$ cat src/rtl/vram_blit_pkg.sv
// Shared constants, source codes and FSM state type for the VRAM tile blitter.
// Optional feature macro used by the blitter: BLIT_COLORKEY_EN.
package vram_blit_pkg;

  localparam int SCR_W = 320;
  localparam int SCR_H = 240;

  localparam int TILE_DIM = 32;
  localparam int TILE_PIX = 1024;

  localparam logic [1:0] SRC_BACKGROUND = 2'd0;
  localparam logic [1:0] SRC_CHARACTER  = 2'd1;
  localparam logic [1:0] SRC_CI         = 2'd2;
  localparam logic [1:0] SRC_WALL       = 2'd3;

  localparam logic [11:0] COLOR_KEY = 12'hF0F;

  typedef enum logic [1:0] {
    IDLE = 2'd0,
    RUN  = 2'd1,
    DONE = 2'd2
  } blit_state_e;

endpackage

$ cat src/rtl/vram_blit_ctrl_if.sv
// Bus bundle between the CPU-side decoder / tile ROMs / VRAM port A and the blitter.
// The slave modport is the blitter; the master modport is everything around it.
interface vram_blit_ctrl_if;

  logic        cmd_valid;
  logic        cmd_ready;
  logic [1:0]  cmd_src;
  logic [8:0]  cmd_x;
  logic [7:0]  cmd_y;
  logic        cmd_key_en;

  logic [9:0]  rom_addr;
  logic [11:0] bg_data;
  logic [11:0] chr_data;
  logic [11:0] ci_data;
  logic [11:0] wall_data;

  logic        cpu_we;
  logic [17:0] cpu_addr;
  logic [11:0] cpu_data;

  logic        vram_we;
  logic [17:0] vram_addr;
  logic [11:0] vram_data;

  logic        busy;
  logic        done;

  modport slave (
    input  cmd_valid, cmd_src, cmd_x, cmd_y, cmd_key_en,
    input  bg_data, chr_data, ci_data, wall_data,
    input  cpu_we, cpu_addr, cpu_data,
    output cmd_ready, rom_addr,
    output vram_we, vram_addr, vram_data,
    output busy, done
  );

  modport master (
    output cmd_valid, cmd_src, cmd_x, cmd_y, cmd_key_en,
    output bg_data, chr_data, ci_data, wall_data,
    output cpu_we, cpu_addr, cpu_data,
    input  cmd_ready, rom_addr,
    input  vram_we, vram_addr, vram_data,
    input  busy, done
  );

endinterface

$ cat src/rtl/vram_blit_addr_gen.sv
// Tile walk address generator: row/col counters, running line base address,
// screen-edge clipping and the hold while a CPU write owns the VRAM port.
module vram_blit_addr_gen
  import vram_blit_pkg::*;
(
  input  logic        clk,
  input  logic        rst_n,
  input  logic        start,
  input  logic        run,
  input  logic        stall,
  input  logic [8:0]  cmd_x,
  input  logic [7:0]  cmd_y,
  output logic [4:0]  row,
  output logic [4:0]  col,
  output logic [17:0] pix_addr,
  output logic        in_screen,
  output logic        issue,
  output logic        all_issued
);

  logic [4:0]  row_q, row_d;
  logic [4:0]  col_q, col_d;
  logic [17:0] line_base_q, line_base_d;
  logic [8:0]  x_q, x_d;
  logic [7:0]  y_q, y_d;
  logic        all_issued_q, all_issued_d;
  logic [17:0] start_base;

  // Top-left VRAM address of the tile, computed from the raw command fields.
  assign start_base = 18'(cmd_y) * 18'(SCR_W) + 18'(cmd_x);

  // A pixel leaves stage 0 only when running, not stalled and not yet finished.
  assign issue = run && !stall && !all_issued_q;

  assign row        = row_q;
  assign col        = col_q;
  assign all_issued = all_issued_q;
  assign pix_addr   = line_base_q + 18'(col_q);
  assign in_screen  = ((10'(x_q) + 10'(col_q)) < 10'(SCR_W)) &&
                      ((9'(y_q) + 9'(row_q)) < 9'(SCR_H));

  // Next-state of the walk: load on accept, step one pixel per issue, hold otherwise.
  always_comb begin
    row_d        = row_q;
    col_d        = col_q;
    line_base_d  = line_base_q;
    x_d          = x_q;
    y_d          = y_q;
    all_issued_d = all_issued_q;
    if (start) begin
      row_d        = 5'd0;
      col_d        = 5'd0;
      line_base_d  = start_base;
      x_d          = cmd_x;
      y_d          = cmd_y;
      all_issued_d = 1'b0;
    end else if (issue) begin
      col_d = col_q + 5'd1;
      if (col_q == 5'(TILE_DIM - 1)) begin
        row_d       = row_q + 5'd1;
        line_base_d = line_base_q + 18'(SCR_W);
        if (row_q == 5'(TILE_DIM - 1)) begin
          all_issued_d = 1'b1;
        end
      end
    end
  end

  // Walk state registers, cleared by the asynchronous reset.
  always_ff @(posedge clk or negedge rst_n) begin
    if (!rst_n) begin
      row_q        <= 5'd0;
      col_q        <= 5'd0;
      line_base_q  <= 18'd0;
      x_q          <= 9'd0;
      y_q          <= 8'd0;
      all_issued_q <= 1'b0;
    end else begin
      row_q        <= row_d;
      col_q        <= col_d;
      line_base_q  <= line_base_d;
      x_q          <= x_d;
      y_q          <= y_d;
      all_issued_q <= all_issued_d;
    end
  end

endmodule

$ cat src/rtl/vram_blit_ctrl.sv
// Tile blitter and VRAM port A write arbiter. CPU writes always win and stall
// the blit for the cycle they occupy. Define BLIT_COLORKEY_EN to enable
// colour-key skipping of pixels equal to COLOR_KEY.
module vram_blit_ctrl
  import vram_blit_pkg::*;
(
  input  logic           clk,
  input  logic           rst_n,
  vram_blit_ctrl_if.slave bus
);

  blit_state_e state_q, state_d;
  logic [1:0]  src_q, src_d;
  logic        key_en_q, key_en_d;

  logic        s1_valid_q, s1_valid_d;
  logic        s1_qual_q, s1_qual_d;
  logic [17:0] s1_addr_q, s1_addr_d;
  logic [11:0] s1_data_q, s1_data_d;

  logic        start;
  logic        run;
  logic        issue;
  logic        all_issued;
  logic        in_screen;
  logic [4:0]  row;
  logic [4:0]  col;
  logic [17:0] pix_addr;
  logic [11:0] rom_pix;
  logic        key_hit;

  vram_blit_addr_gen u_addr_gen (
    .clk        (clk),
    .rst_n      (rst_n),
    .start      (start),
    .run        (run),
    .stall      (bus.cpu_we),
    .cmd_x      (bus.cmd_x),
    .cmd_y      (bus.cmd_y),
    .row        (row),
    .col        (col),
    .pix_addr   (pix_addr),
    .in_screen  (in_screen),
    .issue      (issue),
    .all_issued (all_issued)
  );

  assign bus.rom_addr = {row, col};

  // Select the pixel from the tile ROM chosen by the latched source code.
  always_comb begin
    rom_pix = bus.bg_data;
    case (src_q)
      SRC_BACKGROUND: rom_pix = bus.bg_data;
      SRC_CHARACTER:  rom_pix = bus.chr_data;
      SRC_CI:         rom_pix = bus.ci_data;
      default:        rom_pix = bus.wall_data;
    endcase
  end

`ifdef BLIT_COLORKEY_EN
  assign key_hit = key_en_q && (rom_pix == COLOR_KEY);
`else
  logic unused_key_en;
  assign unused_key_en = key_en_q;
  assign key_hit       = 1'b0;
`endif

  // FSM next state and handshake/status outputs; RUN ends once the last pixel drains.
  always_comb begin
    state_d       = state_q;
    start         = 1'b0;
    run           = 1'b0;
    bus.cmd_ready = 1'b0;
    bus.busy      = 1'b1;
    bus.done      = 1'b0;
    case (state_q)
      IDLE: begin
        bus.cmd_ready = 1'b1;
        bus.busy      = 1'b0;
        if (bus.cmd_valid) begin
          start   = 1'b1;
          state_d = RUN;
        end
      end
      RUN: begin
        run = 1'b1;
        if (all_issued && !bus.cpu_we) begin
          state_d = DONE;
        end
      end
      DONE: begin
        bus.done = 1'b1;
        state_d  = IDLE;
      end
      default: state_d = IDLE;
    endcase
  end

  // Command latch and stage-1 pixel register; everything holds while the CPU writes.
  always_comb begin
    src_d      = src_q;
    key_en_d   = key_en_q;
    s1_valid_d = s1_valid_q;
    s1_qual_d  = s1_qual_q;
    s1_addr_d  = s1_addr_q;
    s1_data_d  = s1_data_q;
    if (start) begin
      src_d    = bus.cmd_src;
      key_en_d = bus.cmd_key_en;
    end
    if (!run) begin
      s1_valid_d = 1'b0;
    end else if (!bus.cpu_we) begin
      s1_valid_d = issue;
      if (issue) begin
        s1_addr_d = pix_addr;
        s1_data_d = rom_pix;
        s1_qual_d = in_screen && !key_hit;
      end
    end
  end

  // Port A mux: the CPU strobe takes the port in the same cycle it appears.
  always_comb begin
    bus.vram_we   = s1_valid_q && s1_qual_q;
    bus.vram_addr = s1_addr_q;
    bus.vram_data = s1_data_q;
    if (bus.cpu_we) begin
      bus.vram_we   = 1'b1;
      bus.vram_addr = bus.cpu_addr;
      bus.vram_data = bus.cpu_data;
    end
  end

  // State, command and stage-1 registers; reset abandons any blit in flight.
  always_ff @(posedge clk or negedge rst_n) begin
    if (!rst_n) begin
      state_q    <= IDLE;
      src_q      <= SRC_BACKGROUND;
      key_en_q   <= 1'b0;
      s1_valid_q <= 1'b0;
      s1_qual_q  <= 1'b0;
      s1_addr_q  <= 18'd0;
      s1_data_q  <= 12'd0;
    end else begin
      state_q    <= state_d;
      src_q      <= src_d;
      key_en_q   <= key_en_d;
      s1_valid_q <= s1_valid_d;
      s1_qual_q  <= s1_qual_d;
      s1_addr_q  <= s1_addr_d;
      s1_data_q  <= s1_data_d;
    end
  end

endmodule

$ cat src/flat_wrapper.sv
// flat-port wrapper written by rule: the top's interface ports become plain ports
module vram_blit_ctrl_flat import vram_blit_pkg::*;
  (clk, rst_n, bus_cmd_valid, bus_cmd_src, bus_cmd_x, bus_cmd_y, bus_cmd_key_en, bus_bg_data, bus_chr_data, bus_ci_data, bus_wall_data, bus_cpu_we, bus_cpu_addr, bus_cpu_data, bus_cmd_ready, bus_rom_addr, bus_vram_we, bus_vram_addr, bus_vram_data, bus_busy, bus_done);
  vram_blit_ctrl_if bus_i ();
  input  logic clk;
  input  logic rst_n;
  input wire logic [$bits(bus_i.cmd_valid)-1:0] bus_cmd_valid;
  input wire logic [$bits(bus_i.cmd_src)-1:0] bus_cmd_src;
  input wire logic [$bits(bus_i.cmd_x)-1:0] bus_cmd_x;
  input wire logic [$bits(bus_i.cmd_y)-1:0] bus_cmd_y;
  input wire logic [$bits(bus_i.cmd_key_en)-1:0] bus_cmd_key_en;
  input wire logic [$bits(bus_i.bg_data)-1:0] bus_bg_data;
  input wire logic [$bits(bus_i.chr_data)-1:0] bus_chr_data;
  input wire logic [$bits(bus_i.ci_data)-1:0] bus_ci_data;
  input wire logic [$bits(bus_i.wall_data)-1:0] bus_wall_data;
  input wire logic [$bits(bus_i.cpu_we)-1:0] bus_cpu_we;
  input wire logic [$bits(bus_i.cpu_addr)-1:0] bus_cpu_addr;
  input wire logic [$bits(bus_i.cpu_data)-1:0] bus_cpu_data;
  output wire logic [$bits(bus_i.cmd_ready)-1:0] bus_cmd_ready;
  output wire logic [$bits(bus_i.rom_addr)-1:0] bus_rom_addr;
  output wire logic [$bits(bus_i.vram_we)-1:0] bus_vram_we;
  output wire logic [$bits(bus_i.vram_addr)-1:0] bus_vram_addr;
  output wire logic [$bits(bus_i.vram_data)-1:0] bus_vram_data;
  output wire logic [$bits(bus_i.busy)-1:0] bus_busy;
  output wire logic [$bits(bus_i.done)-1:0] bus_done;
  assign bus_i.cmd_valid = bus_cmd_valid;
  assign bus_i.cmd_src = bus_cmd_src;
  assign bus_i.cmd_x = bus_cmd_x;
  assign bus_i.cmd_y = bus_cmd_y;
  assign bus_i.cmd_key_en = bus_cmd_key_en;
  assign bus_i.bg_data = bus_bg_data;
  assign bus_i.chr_data = bus_chr_data;
  assign bus_i.ci_data = bus_ci_data;
  assign bus_i.wall_data = bus_wall_data;
  assign bus_i.cpu_we = bus_cpu_we;
  assign bus_i.cpu_addr = bus_cpu_addr;
  assign bus_i.cpu_data = bus_cpu_data;
  assign bus_cmd_ready = bus_i.cmd_ready;
  assign bus_rom_addr = bus_i.rom_addr;
  assign bus_vram_we = bus_i.vram_we;
  assign bus_vram_addr = bus_i.vram_addr;
  assign bus_vram_data = bus_i.vram_data;
  assign bus_busy = bus_i.busy;
  assign bus_done = bus_i.done;
  vram_blit_ctrl u_core (.clk(clk), .rst_n(rst_n), .bus(bus_i));
endmodule
$ cat config.mk
export PLATFORM = sky130hd
export DESIGN_NAME = vram_blit_ctrl_flat
export DESIGN_NICKNAME = d
export VERILOG_FILES = /design/src/rtl/vram_blit_pkg.sv /design/src/rtl/vram_blit_ctrl_if.sv /design/src/rtl/vram_blit_addr_gen.sv /design/src/rtl/vram_blit_ctrl.sv /design/src/flat_wrapper.sv
export SDC_FILE = /design/constraint.sdc
export NUM_CORES = 1
export LEC_CHECK = 0
export CAP_MARGIN = 20
export CORE_UTILIZATION = 40
export CTS_CLUSTER_DIAMETER = 60
export DETAILED_ROUTE_END_ITERATION = 16
export PLACE_DENSITY = 0.77
export SLEW_MARGIN = 40
export SYNTH_ARGS = -nofsm -noshare
export SYNTH_HDL_FRONTEND = slang
export SYNTH_HIERARCHICAL = 1
export SYNTH_SLANG_ARGS = --single-unit
$ cat constraint.sdc
create_clock -name clk -period 3.9 [get_ports clk]
set_input_delay 0.39 -clock clk [delete_from_list [all_inputs] [get_ports clk]]
set_output_delay 0.39 -clock clk [all_outputs]
set_load 0.1 [all_outputs]
# Yosys cells after proc, flatten, opt, wreduce, memory -nomap -nowiden
# Index checks and enable logic that the tools add are counted.
[op_classes]
add_sub_neg = 7
mul = 1
order_cmp = 2
eq_ne = 9
muxes = 27
bitwise = 1
n_reduce_logical = 16
[ops]
columns = ["operator", "count"]
rows = [
  ["$mux 18", 4],
  ["$pmux 12 s3", 1],
  ["$mux 5", 5],
  ["$add 17x9->18", 1],
  ["$add 18x5->18", 1],
  ["$add 18x9->18 const B", 1],
  ["$mux 1", 13],
  ["$mux 12", 1],
  ["$mul 8x3->11 const B", 1],
  ["$add 5x1->5 const B", 2],
  ["$add 9x5->10", 1],
  ["$eq 5x5->1 const B", 2],
  ["$lt 10x9->1 const B", 1],
  ["$add 8x5->9", 1],
  ["$lt 9x8->1 const B", 1],
  ["$reduce_and 3->1", 2],
  ["$reduce_bool 2->1", 3],
  ["$logic_and 1x1->1", 5],
  ["$eq 2x1->1 const B", 2],
  ["$eq 2x2->1 const B", 2],
  ["$logic_not 2->1", 2],
  ["$mux 2", 2],
  ["$ne 2x2->1 const B", 2],
  ["$pmux 2 s2", 1],
  ["other kinds (4)", 6],
]
[totals]
ff_bits = 82
input_bits = 102
output_inout_bits = 44
word_cells = 75

# Longest topological paths before layout
[logic_depth]
ltp_word = 6
ltp_mapped = 9
ltp_nobuf = 9

# By module
# The synthesis kept the hierarchy.
[modules_own_cells]
columns = ["mod", "n_inst", "cells_each", "area_per_inst_um2", "seq_area_each_um2"]
rows = [
  ["vram_blit_addr_gen", 1, 355, 3304.4, 1151.1],
  ["vram_blit_ctrl", 1, 134, 2080.7, 900.9],
]

# Worst setup path before layout
# Ideal clock, no wire load.
[synth_path]
path_kind = "register to register"
from = "register u_core.u_addr_gen.col_q[0] (netlist: u_core/u_addr_gen/col[0])"
to = "register u_core.s1_addr_q[10]"
setup_ns = 0.125
arrival_ns = 2.789
required_time_ns = 3.775
slack_ns = 0.986
stages_incl_launch_ff = 10
n_path_buf = 0
period_less_slack_ns = 2.914
path_cell_list = "dfrtp_1 ha_1 inv_1 fa_1 nor2b_1 o21ai_0 a21oi_1 o2111ai_1 xnor2_1 mux2_2"
[synth_between]
elab_chain_cells = 1
[synth_rtl]
columns = ["element", "line", "source"]
rows = [
  ["start: declaration", "vram_blit_addr_gen.sv:22", "logic [4:0] col_q, col_d;"],
  ["start signal: assignment", "vram_blit_addr_gen.sv:80", "col_q <= col_d;"],
  ["$add 18x5->18", "vram_blit_addr_gen.sv:38", "assign pix_addr = line_base_q + 18'(col_q);"],
  ["via u_core.pix_addr[10]", "vram_blit_ctrl.sv:28", "logic [17:0] pix_addr;"],
  ["end signal: assignment", "vram_blit_ctrl.sv:152", "s1_addr_q <= s1_addr_d;"],
  ["end: declaration", "vram_blit_ctrl.sv:18", "logic [17:0] s1_addr_q, s1_addr_d;"],
]
# The timed path passes the listed nets, and every way through them passes these cells.
# A chain may end at the register's enable or synchronous reset.

# Worst setup path after layout
[layout_path]
from = "register u_core.state_q[0]"
to = "register u_core.s1_addr_q[16]"
[layout_between]
elab_chain_cells = 5
[layout_rtl]
columns = ["element", "line", "source"]
rows = [
  ["start: declaration", "vram_blit_ctrl.sv:12", "blit_state_e state_q, state_d;"],
  ["start signal: assignment", "vram_blit_ctrl.sv:147", "state_q <= state_d;"],
  ["$eq 2x1->1", "vram_blit_ctrl.sv:77", "case (state_q)"],
  ["$mux 1", "vram_blit_ctrl.sv:77", ""],
  ["via u_core.run", "vram_blit_ctrl.sv:22", "logic run;"],
  ["$logic_and 1x1->1 (2 in a row)", "vram_blit_addr_gen.sv:33", "assign issue = run && !stall && !all_issued_q;"],
  ["via u_core.issue", "vram_blit_ctrl.sv:23", "logic issue;"],
  ["$reduce_and 3->1 (no line)", "-", ""],
]
# The timed path passes the listed nets, and every way through them passes these cells.

==> results.md <==
- CTS Buf Count: 9
- Via density per instance: around 5.3
- H-tree depth: 3
- Crit path buf inv count: 1
- Cell variety after synth: between 50 and 60
- Die Ht: 118 microns
- Post-route ant nets: 0
- Family with the most delay on the worst path: simple AND/OR/NAND/NOR gates
- DIE WIDTH: ~120 microns
- Initial Util: 0.408
- Crit Path Category: reg -> reg
- Area fraction of the dominant cell type after synthesis: 0.381
- Worst path cell trace: nor2b_1, nor3b_2, nor4bb_4, buf_4, mux2_2
- Slowest CP cell: nor4bb_4
- Pwr/cell area: roughly 590 mW/mm^2
- Min cycle time layout: 2.94 ns
- Endpoints failing hold: 0
- Worst-path clk slew: 0.06 ns
- Top FF cell, synth: dfrtp_1
- Reg2reg path depth: 5
- Worst Path Arrival: 3.16 ns
- Finished Layout Cells: 805
- Syn Std Cell Area: roughly 0.0054 sq mm
- Ranking of synthesized cells by area: dfrtp_1 38%, mux2_2 13%, ha_1 7.7%, xnor2_1 4.6%, mux4_2 3.8%
- Final Setup Violations: 0
- Total Wirelength: 13900 microns
- Remaining DRCs: 0
- # fillers: 1125
- Post-DP HPWL: approximately 10000 microns
- Port Buffers: 144
- Clock sinks: 82
- Placed instance count: slightly below 800
- Share of layout cells above drive strength 1: 0.256
- Core area: 0.0132 sq mm
- First-pass GRT wire length: 22700 microns
- Number of flops mapped to enable cells by yosys: 0
- CP endpoint kind: flop
- Max_slew headroom: 0.503
- Area delta synth->final: 33.2%
- P_leak: about 3.1 nW
- Worst-case clock buffer depth: 2
- Max rail drop VDD: 272 uV
- Synthesized net count: 627
- CTS tree: yes
- Sequential cell area fraction in the yosys report: 0.381
- Largest net degree at the start of global routing: 83
- Status: complete, no violations
- Hold bufs inserted after CTS: 0
- Vias in the first global route: 4472
- RSZ-0062 raised after global routing: false
- Worst skew pair latency: between 0.3 and 0.4 ns
- CP startpoint kind: flop
- Gpl congestion: a little under 1
- Die Area: 0.0139 sq mm
- Final nets: 762
- Most numerous cell in the Yosys netlist: dfrtp_1
- Max cap viols: 0
- Root Driver: clkbuf_16
- Synth area leader: dfrtp_1
- Final Skew: roughly 0.0072 ns
- Worst endpoint required time: 4.12 ns
- DR iter-0 viols: 197
- Warnings, synthesis: 6
- Crit Reg-Reg Startpoint: u_core/state_q[0]$_DFFE_PN0P_
- Ys async rst share: 1.00
- Gr usage total: 0.206
- Seq cells post-synth: 82
- HP Class: in -> async
- Worst R2R End: u_core/s1_addr_q[16]$_DFFE_PN0P_
- Via count: 4268
- Post-cts repair resize count: 0
- Slowest stage delay, CP: 0.62 ns
- R2R Setup Slk: 0.96 ns
- Ant diodes: 0
- Post-Syn Instances: 489
- Setup TNS: 0 ns
- Final period util: 0.754
- Initial antenna violation count: 0
- 1st-pass router iterations: 4
- FP Rows: 42
- Post-synth top cells: 82 x dfrtp_1, 63 x mux2_2, 33 x ha_1, 33 x nor2_1
- Crit path max fanout: 26
- Number of setup buffers added after CTS: 0
- I/O pins: ~150
- Max Slew Vio Count: 0
- Syn_area_per_cell: between 10 and 15 sq um
- Grt ovf: 0
- Fmax: 340 MHz
- Worst-Margin Slew: 0.746 ns
- Average routed wire per standard cell: 17.3 microns
## stage by stage
| step | worst slack (ns) | area [sq um] | power [mW] | hold WS, ns | utilization |
|---|---|---|---|---|---|
| floorplan | 0.986 | 5390 | 2.77 | 0.0944 | - |
| global placement | 0.842 | 6890 | 3.22 | 0.469 | 0.523 |
| detailed placement | 0.735 | 6830 | 3.25 | 0.494 | 0.518 |
| CTS | 0.979 | 7170 | 4.23 | 0.143 | 0.543 |
| global route | 0.845 | 7170 | 4.42 | 0.146 | 0.544 |
| finish | 0.960 | 7170 | 4.21 | 0.0997 | 0.544 |
## layout by cell type, fill, tap and decap left out, drive strengths merged, types with 4 or more instances in the layout
cell type       n
xor2           10
dfrtp          82
and3            6
nor3            7
nor2b           5
a211oi          4
nor2           33
nand4           6
xnor2          28
nor3b           6
nand2          29
clkdlybuf4s50  98
o211ai          6
clkbuf         12
o21ai          28
mux2           74
a211o           6
mux4           12
a21oi          24
buf            48
inv            29
ha             33
## how the worst max path moves through the flow
stage / start / to / slack (ns) / cells after the start
6_report: u_core/state_q[0]$_DFFE_PN0P_ / u_core/s1_addr_q[16]$_DFFE_PN0P_ / 0.96 / 5
5_1_grt: u_core/state_q[0]$_DFFE_PN0P_ / u_core/s1_addr_q[16]$_DFFE_PN0P_ / 0.85 / 5
4_1_cts: u_core/state_q[0]$_DFFE_PN0P_ / u_core/s1_addr_q[16]$_DFFE_PN0P_ / 0.98 / 5
3_5_place_dp: bus_cmd_y[1] / u_core/u_addr_gen/line_base_q[15]$_DFFE_PN0P_ / 0.74 / 9
3_3_place_gp: bus_cmd_y[1] / u_core/u_addr_gen/line_base_q[15]$_DFFE_PN0P_ / 0.84 / 9
2_1_floorplan: u_core/u_addr_gen/col[0]$_DFFE_PN0P_ / u_core/s1_addr_q[10]$_DFFE_PN0P_ / 0.99 / 9
## where the power goes
group,total [mW],internal [mW],switching (mW),leakage (nW)
Clock,0.964,0.625,0.339,0.160
Combinational,1.95,0.691,1.26,1.96
Sequential,1.30,1.06,0.239,0.989
## sequential cells by signal (all words and copies together) (netlist names)
name and flops:
u_core/u_addr_gen/y_q 8, u_core/s1_qual_q 1, u_core/s1_valid_q 1, u_core/u_addr_gen/all_issued 1
u_core/u_addr_gen/x_q 9, u_core/src_q 2, u_core/u_addr_gen/line_base_q 18, u_core/u_addr_gen/col 5
u_core/s1_data_q 12, u_core/s1_addr_q 18, u_core/u_addr_gen/row 5, u_core/state_q 2
## cells by family (layout without fill, tap and decap cells)
kind of cell	Yosys count	count (layout)	share of synthesized area
compound gates	87	87	0.110
xor+xnor	38	38	0.0618
fa+ha+maj	36	36	0.0878
buf+inv	52	192	0.0441
flops	82	82	0.381
mux	87	87	0.215
simple gates	107	107	0.100
## metal layers
metal  GRT usage  part of all wire
met5           0                 0
met4      0.0593             0.012
met3      0.0475             0.059
met2       0.365              0.50
met1       0.249              0.43
## cell type report
type	count	area [sq um]	share of cell area
Sequential cell	82	2050	0.286
Clock buffer	11	233	0.0324
Clock inverter	5	103	0.0143
Tap cell	176	220	0.0307
Inverter	29	109	0.0152
Timing Repair Buffer	147	1340	0.186
Multi-Input combinational cell	355	3120	0.435
(Power assumes the default switching activity.)
